<file path="src/rtl/aes_pkg.sv">
// Shared types and helpers for the iterative AES key-schedule engine.
package aes_pkg;

  typedef logic [31:0]  word_t;
  typedef logic [127:0] rkey_t;

  // GF(2^8) doubling modulo x^8+x^4+x^3+x+1.
  function automatic logic [7:0] xtime(input logic [7:0] b);
    return {b[6:0], 1'b0} ^ (b[7] ? 8'h1b : 8'h00);
  endfunction

  function automatic int unsigned nr_from_nk(input int unsigned nk);
    return nk + 6;
  endfunction

  function automatic bit key_bits_legal(input int unsigned kb);
    return (kb == 128) || (kb == 192) || (kb == 256);
  endfunction

endpackage

</file>
<file path="src/rtl/aes_sbox.sv">
// AES S-box: multiplicative inverse in GF(2^8) followed by the affine map.
module aes_sbox
  import aes_pkg::*;
(
  input  logic [7:0] a,
  output logic [7:0] y
);

  function automatic logic [7:0] gf_mul(input logic [7:0] x, input logic [7:0] z);
    logic [7:0] p;
    logic [7:0] s;
    p = '0;
    s = x;
    for (int unsigned k = 0; k < 8; k++) begin
      if (z[k]) p = p ^ s;
      s = xtime(s);
    end
    return p;
  endfunction

  logic [7:0] sq;
  logic [7:0] inv;

  // inverse = a^254 = product of a^(2^k) for k=1..7; maps 0 to 0
  always_comb begin
    sq  = a;
    inv = 8'h01;
    for (int unsigned k = 1; k < 8; k++) begin
      sq  = gf_mul(sq, sq);
      inv = gf_mul(inv, sq);
    end
    y = inv ^ {inv[6:0], inv[7]} ^ {inv[5:0], inv[7:6]}
            ^ {inv[4:0], inv[7:5]} ^ {inv[3:0], inv[7:4]} ^ 8'h63;
  end

endmodule

</file>
<file path="src/rtl/aes_subword.sv">
// SubWord: four parallel S-box lookups across a 32-bit word.
module aes_subword
  import aes_pkg::*;
(
  input  word_t word,
  output word_t sub
);

  for (genvar g = 0; g < 4; g++) begin : g_sbox
    aes_sbox u_sbox (
      .a (word[8*g +: 8]),
      .y (sub[8*g +: 8])
    );
  end

endmodule

</file>
<file path="src/rtl/aes_key_expand.sv">
// Iterative AES key schedule: one schedule word per clock, round keys
// delivered over a valid/ready handshake.
module aes_key_expand
  import aes_pkg::*;
#(
  parameter int unsigned KEY_BITS = 128
) (
  input  logic                clk,
  input  logic                rst_n,
  input  logic                start,
  input  logic [KEY_BITS-1:0] key_in,
  output logic                busy,
  output logic                rk_valid,
  input  logic                rk_ready,
  output logic [3:0]          rk_round,
  output logic [127:0]        rk_data,
  output logic                done
);

  localparam int unsigned NK    = KEY_BITS / 32;
  localparam int unsigned NR    = nr_from_nk(NK);
  localparam int unsigned TOTAL = 4 * (NR + 1);
  localparam int unsigned IW    = $clog2(NK);

  if (!key_bits_legal(KEY_BITS)) begin : g_bad_key_bits
    $error("aes_key_expand: KEY_BITS must be 128, 192 or 256");
  end

  typedef enum logic [1:0] {IDLE, EXPAND, FIN} state_t;

  state_t        state;
  word_t         window [NK];
  logic [5:0]    idx;
  logic [IW-1:0] wrap;
  logic [7:0]    rcon;
  word_t         col [3];
  logic [3:0]    next_round;

  word_t prev;
  word_t rot_in;
  word_t sub_out;
  word_t temp;
  word_t word_new;
  logic  past_key;
  logic  wrap_zero;
  logic  last_col;
  logic  stall;
  logic  gen;
  logic  accept;

  assign prev      = window[NK-1];
  assign past_key  = idx >= 6'(NK);
  assign wrap_zero = wrap == '0;
  assign last_col  = idx[1:0] == 2'b11;
  assign accept    = rk_valid && rk_ready;
  assign stall     = last_col && rk_valid && !rk_ready;
  assign gen       = (state == EXPAND) && (idx < 6'(TOTAL)) && !stall;
  assign rot_in    = wrap_zero ? {prev[23:0], prev[31:24]} : prev;

  aes_subword u_subword (
    .word (rot_in),
    .sub  (sub_out)
  );

  // Before NK words the window still holds the raw key, read in place.
  always_comb begin
    temp = prev;
    if (wrap_zero)
      temp = sub_out ^ {rcon, 24'h0};
    else if (NK == 8 && 32'(wrap) == 32'd4)
      temp = sub_out;
    word_new = past_key ? (window[0] ^ temp) : window[wrap];
  end

  always_ff @(posedge clk or negedge rst_n) begin
    if (!rst_n) begin
      state      <= IDLE;
      for (int unsigned j = 0; j < NK; j++) window[j] <= '0;
      for (int unsigned j = 0; j < 3; j++) col[j] <= '0;
      idx        <= '0;
      wrap       <= '0;
      rcon       <= '0;
      next_round <= '0;
      busy       <= 1'b0;
      rk_valid   <= 1'b0;
      rk_round   <= '0;
      rk_data    <= '0;
      done       <= 1'b0;
    end else begin
      case (state)
        IDLE: begin
          done <= 1'b0;
          if (start) begin
            for (int unsigned j = 0; j < NK; j++)
              window[j] <= key_in[KEY_BITS-1-32*j -: 32];
            idx        <= '0;
            wrap       <= '0;
            rcon       <= 8'h01;
            next_round <= '0;
            busy       <= 1'b1;
            state      <= EXPAND;
          end
        end

        EXPAND: begin
          if (accept) rk_valid <= 1'b0;
          if (gen) begin
            if (past_key) begin
              for (int unsigned j = 0; j + 1 < NK; j++) window[j] <= window[j+1];
              window[NK-1] <= word_new;
              if (wrap_zero) rcon <= xtime(rcon);
            end
            wrap <= (wrap == IW'(NK - 1)) ? '0 : wrap + 1'b1;
            idx  <= idx + 1'b1;
            // 4th word bypasses the collector; a new key overrides the clear above
            if (last_col) begin
              rk_data    <= {col[0], col[1], col[2], word_new};
              rk_round   <= next_round;
              next_round <= next_round + 1'b1;
              rk_valid   <= 1'b1;
            end else begin
              col[idx[1:0]] <= word_new;
            end
          end
          if (idx == 6'(TOTAL) && accept) begin
            busy  <= 1'b0;
            done  <= 1'b1;
            state <= FIN;
          end
        end

        FIN: begin
          done  <= 1'b0;
          state <= IDLE;
        end

        default: state <= IDLE;
      endcase
    end
  end

endmodule

</file>
<file path="config.mk">
export PLATFORM = sky130hd
export DESIGN_NAME = aes_key_expand
export DESIGN_NICKNAME = d
export VERILOG_FILES = /design/src/rtl/aes_pkg.sv /design/src/rtl/aes_sbox.sv /design/src/rtl/aes_subword.sv /design/src/rtl/aes_key_expand.sv
export SDC_FILE = /design/constraint.sdc
export NUM_CORES = 2
export LEC_CHECK = 0
export BUFFER_PORTS_ARGS = -buffer_cell sky130_fd_sc_hd__buf_4
export CAP_MARGIN = 20
export CELL_PAD_IN_SITES_DETAIL_PLACEMENT = 1
export CELL_PAD_IN_SITES_GLOBAL_PLACEMENT = 2
export CORE_MARGIN = 2
export CORE_UTILIZATION = 41
export DETAILED_ROUTE_END_ITERATION = 6
export PLACE_DENSITY_LB_ADDON = 0.3
export SLEW_MARGIN = 40
export SYNTH_ARGS = -nofsm -noshare
export SYNTH_HDL_FRONTEND = slang
export SYNTH_HIERARCHICAL = 1
export SYNTH_SLANG_ARGS = --single-unit
</file>
<file path="constraint.sdc">
create_clock -name clk -period 22.9 [get_ports clk]
set_input_delay 1.145 -clock clk [delete_from_list [all_inputs] [get_ports clk]]
set_output_delay 1.145 -clock clk [all_outputs]
set_load 0.02 [all_outputs]
</file>
# After elaboration in Yosys (flattened, before gate mapping)

Index checks and enable logic that the tools add are counted.

Register bits: 381
Word-level logic and storage cells: 1694

Reductions and logical operators: 23
Eq/ne operators: 11
Bitwise gates (word level): 782
Order comparisons: 5
Multiplexer cells: 853
Add/sub/neg operators: 3

Operators by type and width:

| operator                                | number |
|---|---|
| 2-to-1 mux 8 bit                        | 424 |
| bitwise XOR 8 bit                       | 380 |
| bitwise XOR 8 x 5 -> 8 bit              | 365 |
| 2-to-1 mux 5 bit                        | 369 |
| 2-to-1 mux 128 bit                      | 3 |
| case mux 128 bit (2 select lines)       | 1 |
| 2-to-1 mux 32 bit                       | 6 |
| bitwise mux 96 bit                      | 1 |
| binary-select mux 32 bit (select 2 bit) | 1 |
| demux 32 bit (select 2 bit)             | 1 |
| bitwise XOR 32 bit                      | 2 |
| 2-to-1 mux 6 bit                        | 6 |
| 2-to-1 mux 4 bit                        | 7 |
| 2-to-1 mux 7 bit                        | 4 |
| NOT 1 bit, first input constant         | 28 |
| 2-to-1 mux 2 bit                        | 9 |
| NOT 4 bit                               | 4 |
| case mux 8 bit (2 select lines)         | 1 |
| 2-to-1 mux 3 bit                        | 4 |
| case mux 6 bit (2 select lines)         | 1 |
| AND reduction 3 bit                     | 4 |
| 2-to-1 mux 1 bit                        | 10 |
| != test 2 bit, second input constant    | 5 |
| case mux 2 bit (2 select lines)         | 2 |
| 23 further kinds                        | 39 |

# Longest topological paths before layout

Depth in word-level cells: 141
Mapped depth: 74

# Modules after synthesis

The synthesis kept the hierarchy.

By module, submodules not included:

| module         | area an instance (µm²) | sequential area each (µm²) | cells each | instances |
|---|---|---|---|---|
| aes_sbox       | 15220.8                | 0.0                        | 1942       | 4 |
| aes_key_expand | 18709.2                | 9534.1                     | 1665       | 1 |

# Least setup slack after synthesis

OpenSTA, ideal clock, no wires.

Path kind: reg2reg
Start: reg wrap[1]
End: reg window (netlist bit prev[3])
Arrival time: 16.885 ns
Library setup time: 0.096 ns
Stages on the path, launching flop included: 70
Path buffers: 14
Period minus slack after synthesis: 16.980 ns
Path slack: 5.920 ns
Cell sequence: dfrtp_1 -> clkbuf_1 -> clkbuf_1 -> inv_1 -> ha_1 -> clkbuf_1 -> buf_2 -> buf_2 -> buf_2 -> clkbuf_1 -> o21ai_0 -> buf_2 -> buf_2 -> nand2_1 -> xor2_1 -> inv_2 -> buf_1 -> clkbuf_1 -> [... 34 more ...] -> a32oi_1 -> nand3_1 -> a311o_1 -> o211ai_2 -> o21ai_1 -> xnor2_4 -> xnor3_1 -> xnor2_1 -> mux2i_1 -> a21oi_1 -> xnor3_1 -> xnor3_2 -> xnor3_1 -> xor3_1 -> mux2i_1 -> xnor2_1 -> o22ai_1 -> o32ai_2

Word-level cells in the longest chain between the ends: 137
Elaborated cells on any way between the ends: 402

RTL lines:

| element                                                                | line                         | RTL |
|---|---|---|
| start, declared                                                        | aes_key_expand.sv:34         | `logic [IW-1:0] wrap;` |
| start signal, assigned                                                 | aes_key_expand.sv:113        | `wrap <= (wrap == IW'(NK - 1)) ? '0 : wrap + 1'b1;` |
| logical NOT 2 bit *                                                    | aes_key_expand.sv:53         | `assign wrap_zero = wrap == '0;` |
| 2-to-1 mux 32 bit *                                                    | aes_key_expand.sv:58         | `assign rot_in = wrap_zero ? {prev[23:0], prev[31:24]} : prev;` |
| named net rot_in[7]                                                    | aes_key_expand.sv:40         | `word_t rot_in;` |
| 2-to-1 mux 5 bit / 2-to-1 mux 8 bit (equally long branches)            | aes_pkg.sv:9, aes_sbox.sv:15 |  |
| bitwise XOR 8 x 5 -> 8 bit / bitwise XOR 8 bit (equally long branches) | aes_pkg.sv:9, aes_sbox.sv:15 |  |
| bitwise XOR 8 bit / 2-to-1 mux 8 bit (equally long branches)           | aes_sbox.sv:15               | `if (z[k]) p = p ^ s;` |
| 2-to-1 mux 8 bit / bitwise XOR 8 bit (equally long branches)           | aes_sbox.sv:15               |  |
| bitwise XOR 8 bit / 2-to-1 mux 8 bit (equally long branches)           | aes_sbox.sv:15               |  |
| [... 123 more ...]                                                     | n/a                          |  |
| named net sub_out[3]                                                   | aes_key_expand.sv:41         | `word_t sub_out;` |
| bitwise XOR 32 bit *                                                   | aes_key_expand.sv:69         | `temp = sub_out ^ {rcon, 24'h0};` |
| 2-to-1 mux 32 bit *                                                    | aes_key_expand.sv:68         | `if (wrap_zero)` |
| bitwise XOR 32 bit *                                                   | aes_key_expand.sv:72         | `word_new = past_key ? (window[0] ^ temp) : window[wrap];` |
| 2-to-1 mux 32 bit *                                                    | aes_key_expand.sv:72         |  |
| 2-to-1 mux 128 bit *                                                   | aes_key_expand.sv:108        | `if (past_key) begin` |
| 2-to-1 mux 128 bit *                                                   | aes_key_expand.sv:107        | `if (gen) begin` |
| case mux 128 bit (2 select lines) *                                    | aes_key_expand.sv:90         | `case (state)` |
| end signal, assigned by index                                          | aes_key_expand.sv:95         | `window[j] <= key_in[KEY_BITS-1-32*j -: 32];` |
| end signal, assigned by index                                          | aes_key_expand.sv:110        | `window[NK-1] <= word_new;` |
| end, declared                                                          | aes_key_expand.sv:32         | `word_t window [NK];` |

The timed path passes the listed nets; every way through them passes the cells marked *. The select of a mux whose other input is x is not followed.
A chain may end at the register's enable or synchronous reset.

# Worst setup path in the final report

Start: reg wrap[1]
End: reg col[49] (netlist name)

Word-level cells in the longest chain between the ends: 136
Elaborated cells on any way between the ends: 401

RTL lines:

| element                       | line                  | RTL |
|---|---|---|
| logical NOT 2 bit *           | aes_key_expand.sv:53  |  |
| 2-to-1 mux 32 bit *           | aes_key_expand.sv:58  |  |
| named net rot_in[16]          | aes_key_expand.sv:40  |  |
| 2-to-1 mux 8 bit              | aes_sbox.sv:15        |  |
| bitwise XOR 8 bit             | aes_sbox.sv:15        |  |
| 2-to-1 mux 8 bit              | aes_sbox.sv:15        |  |
| bitwise XOR 8 bit             | aes_sbox.sv:15        |  |
| 2-to-1 mux 8 bit              | aes_sbox.sv:15        |  |
| [... 122 more ...]            | n/a                   |  |
| bitwise XOR 8 bit *           | aes_sbox.sv:33        | `^ {inv[4:0], inv[7:5]} ^ {inv[3:0], inv[7:4]} ^ 8'h63;` |
| NOT 4 bit (no source line) *  | n/a                   |  |
| named net sub_out[17]         | aes_key_expand.sv:41  |  |
| bitwise XOR 32 bit *          | aes_key_expand.sv:69  |  |
| 2-to-1 mux 32 bit *           | aes_key_expand.sv:68  |  |
| bitwise XOR 32 bit *          | aes_key_expand.sv:72  |  |
| 2-to-1 mux 32 bit *           | aes_key_expand.sv:72  |  |
| bitwise mux 96 bit *          | aes_key_expand.sv:122 | `col[idx[1:0]] <= word_new;` |
| end signal, assigned by index | aes_key_expand.sv:122 |  |
| end, declared                 | aes_key_expand.sv:36  | `word_t col [3];` |

Marks and branches as above.

==> reports/qor.yml <==
status: "finished clean"
stdcell_area_sq_um: 86300
cts_made_buffers: 43
grt_pass1_vias: 72300
min_path_type: "input port to asynchronous set/reset pin"
cts_root_buf: "clkbuf_16"
cp_max_fo: 44
relSlewSlack: 0.370
drtIter0Drc: 3983
cts_hold_buffers: 0
ys_ff_latch: 381
synth_nets: 9600
fin_setup_tns_ps: 0
r2r_cells: 58
syn-cell-area_sq_um: 79600
place_congestion: 0.865
vias: 69800
yosys-top-cells-area: "xnor2_1 16%, dfrtp_1 12%, xnor3_1 10%"
crit_type: "flip-flop to flip-flop"
diodes: 0
pre_cts_ws_ps: 1860
wire_per_inst_um: 22.4
hold_viol: 0
clkLatencyLatePin_ps: 570
maxSlewViolCount: 0
postSynthAreaPerCell_sq_um: 8.44
post-route-worst-setup-slack_ps: 2190
clkSinkCount: 381
cts_tree: "yes"
antenna_found_initial: 10
port_buffers: 266
drc: 0
totalWireLength_um: 267000
fin_crit_sh: 0.905
period_minus_slack_ps: 20710
rows: 161
syn_to_final_growth_pct: 8.37
end_kind: "flip-flop"
viasPerCell: 5.85
clkSlewWorstSetupHoldPaths_ps: 60
max_clock_freq_mhz: 48.3
start_util: 0.413
dieHeight_um: 445
r2r_slack_ps: 2190
placed_area_sq_um: 84600
synth_top_area_share: 0.157
pin_count: 267
cp_slowest_cell: "xnor3_1"
fillers: 22600
htreeDepth: 2
crit_path_frequent_cell: "xnor3_1"
grt.total_usage: 0.262
cts.repair.resized: 0
multiInputGateArea_sq_um: 67500
rsz0062_at_grt: "no"
startpoint_type: "flip-flop"
synth.distinct_cells: 124
drive_gt1_frac: 0.165
layout.nets: 9535
seqCellArea_sq_um: 9540
cp.required_ps: 23320
ys_seq_area_frac: 0.120
max_stage_delay_ps: 880
maxCapViolations: 0
cp_data_arrival_time_ps: 21140
grt_max_degree: 102
antenna_left: 0
r2r-end: "col[49]"
worstReg2RegStart: "wrap[1]"
clk_path_buf_depth: 3
drt_first_pass_iters: 5
clock_skew_ps: 29.1
place.detailed.hpwl_um: 196000
cts_setup_buffers: 0
setup_viol: 0
worst_slew_pin_slew_ps: 943
grt_overflow: 0
dieWidth_um: 445
synth_ff_type: "dfrtp_1"
grt_pass1_wl_um: 423000
synth_largest_area_cell: "xnor2_1"
yosys_warnings: 6
dieArea_sq_um: 198000
coreArea_sq_um: 193000
synthCells: 9433
synth_edf_count: 0
synthArstFlopShare: 1.00
-- sequential cells by signal (all words and copies together) (netlist names) --
register,count
wrap,2
prev,32
rk_round,4
rcon,8
done,1
col,96
window,96
rk_data,128
busy,1
idx,6
state,2
rk_valid,1
next_round,4
-- cell usage in the layout (no fill, tap or decap), drive strengths merged, types with 105 or more instances in the layout --
master  instances
a21oi         316
buf           546
dfrtp         381
inv           108
mux2          256
mux2i         296
nand2        1215
nand2b        105
nand3         187
nor2         1124
nor3          223
o21ai         508
o22ai         145
xnor2        1644
xnor3         400
xor2          424
-- metal layers --
metal / routed length [um] / share of wire / up-vias / GRT usage
met5: 135 / 0.00051 / - / 0
met4: 4390 / 0.016 / 20 / 0.0468
met3: 10100 / 0.038 / 274 / 0.0255
met2: 129000 / 0.48 / 1265 / 0.449
met1: 124000 / 0.46 / 35500 / 0.359
li1: - / - / 32700 / -
-- cells in the mapped netlist (all sizes together) (21+ instances only) --
library cell  instances
or3                  45
nor3                223
nand3               187
o311ai               21
nor2               1124
xor3                 60
xnor2              1644
o31ai                50
a211oi               69
nor3b                27
xnor3               400
o21ai               508
o22ai               145
buf                 327
mux4                 32
clkbuf              329
a211o                35
nor4                 66
o211a                21
or2                  29
a22oi                76
nand2              1215
o211ai               55
ha                   35
nand4                57
mux2                256
a31oi                68
mux2i               296
o21a                 40
nand3b               21
a21oi               316
xor2                424
o32ai                48
o221ai               21
or4                  27
nand2b              105
and3                 32
dfrtp               381
a32oi                41
nor2b                80
and2                 61
inv                 108
a21o                 26
-- logic make-up after synthesis --
| kind of cell | count (synthesis) | synth area share |
|---|---|---|
| AND/OR/NAND/NOR | 3336 | 0.188 |
| XOR/XNOR | 2528 | 0.395 |
| AO/OA/AOI/OAI | 1793 | 0.156 |
| buffers and inverters | 772 | 0.0473 |
| multiplexers | 584 | 0.0874 |
| flip-flops | 381 | 0.120 |
| adder cells (fa/ha/maj) | 39 | 0.00601 |
-- critical path, delay by kind of cell (launching register included) --
kind / cells / cell delay (ps)
xor gates and xnor gates: 28 / 10880
buffers and inverters: 5 / 2000
DFF: 1 / 740
adders and majority gates: 4 / 2220
and+or+nand+nor: 11 / 2280
muxes: 2 / 630
AOI/OAI and AO/OA: 8 / 1700
-- layout make-up --
class	instances	area share
sequential	381	0.111
inverter	116	0.00505
multi-input combinational	8280	0.782
timing repair buffer	546	0.0490
clock buffer	68	0.0153
clock inverter	11	0.00119
tap	2526	0.0366
-- worst max-delay path by stage --
stage	end	startpoint	slack, ps
6_report	col[49]	wrap[1]	2190
3_5_place_dp	col[49]	wrap[1]	1860
2_1_floorplan	prev[3]	wrap[1]	5920
4_1_cts	col[49]	wrap[1]	1740
5_1_grt	col[40]	wrap[1]	890
3_3_place_gp	col[49]	wrap[1]	1800
-- metrics by stage --
step                 util  instances  hold slack, ps
CTS                 0.446      11900             376
global placement    0.436      11800             455
floorplan               -       9433             443
detailed placement  0.439      11800             466
finish              0.447      11900             400
global route        0.447      11900             391
Power is left out: the tool's default activity adds up to more than one toggle a clock period on the data nets, which glitch-free logic cannot reach.
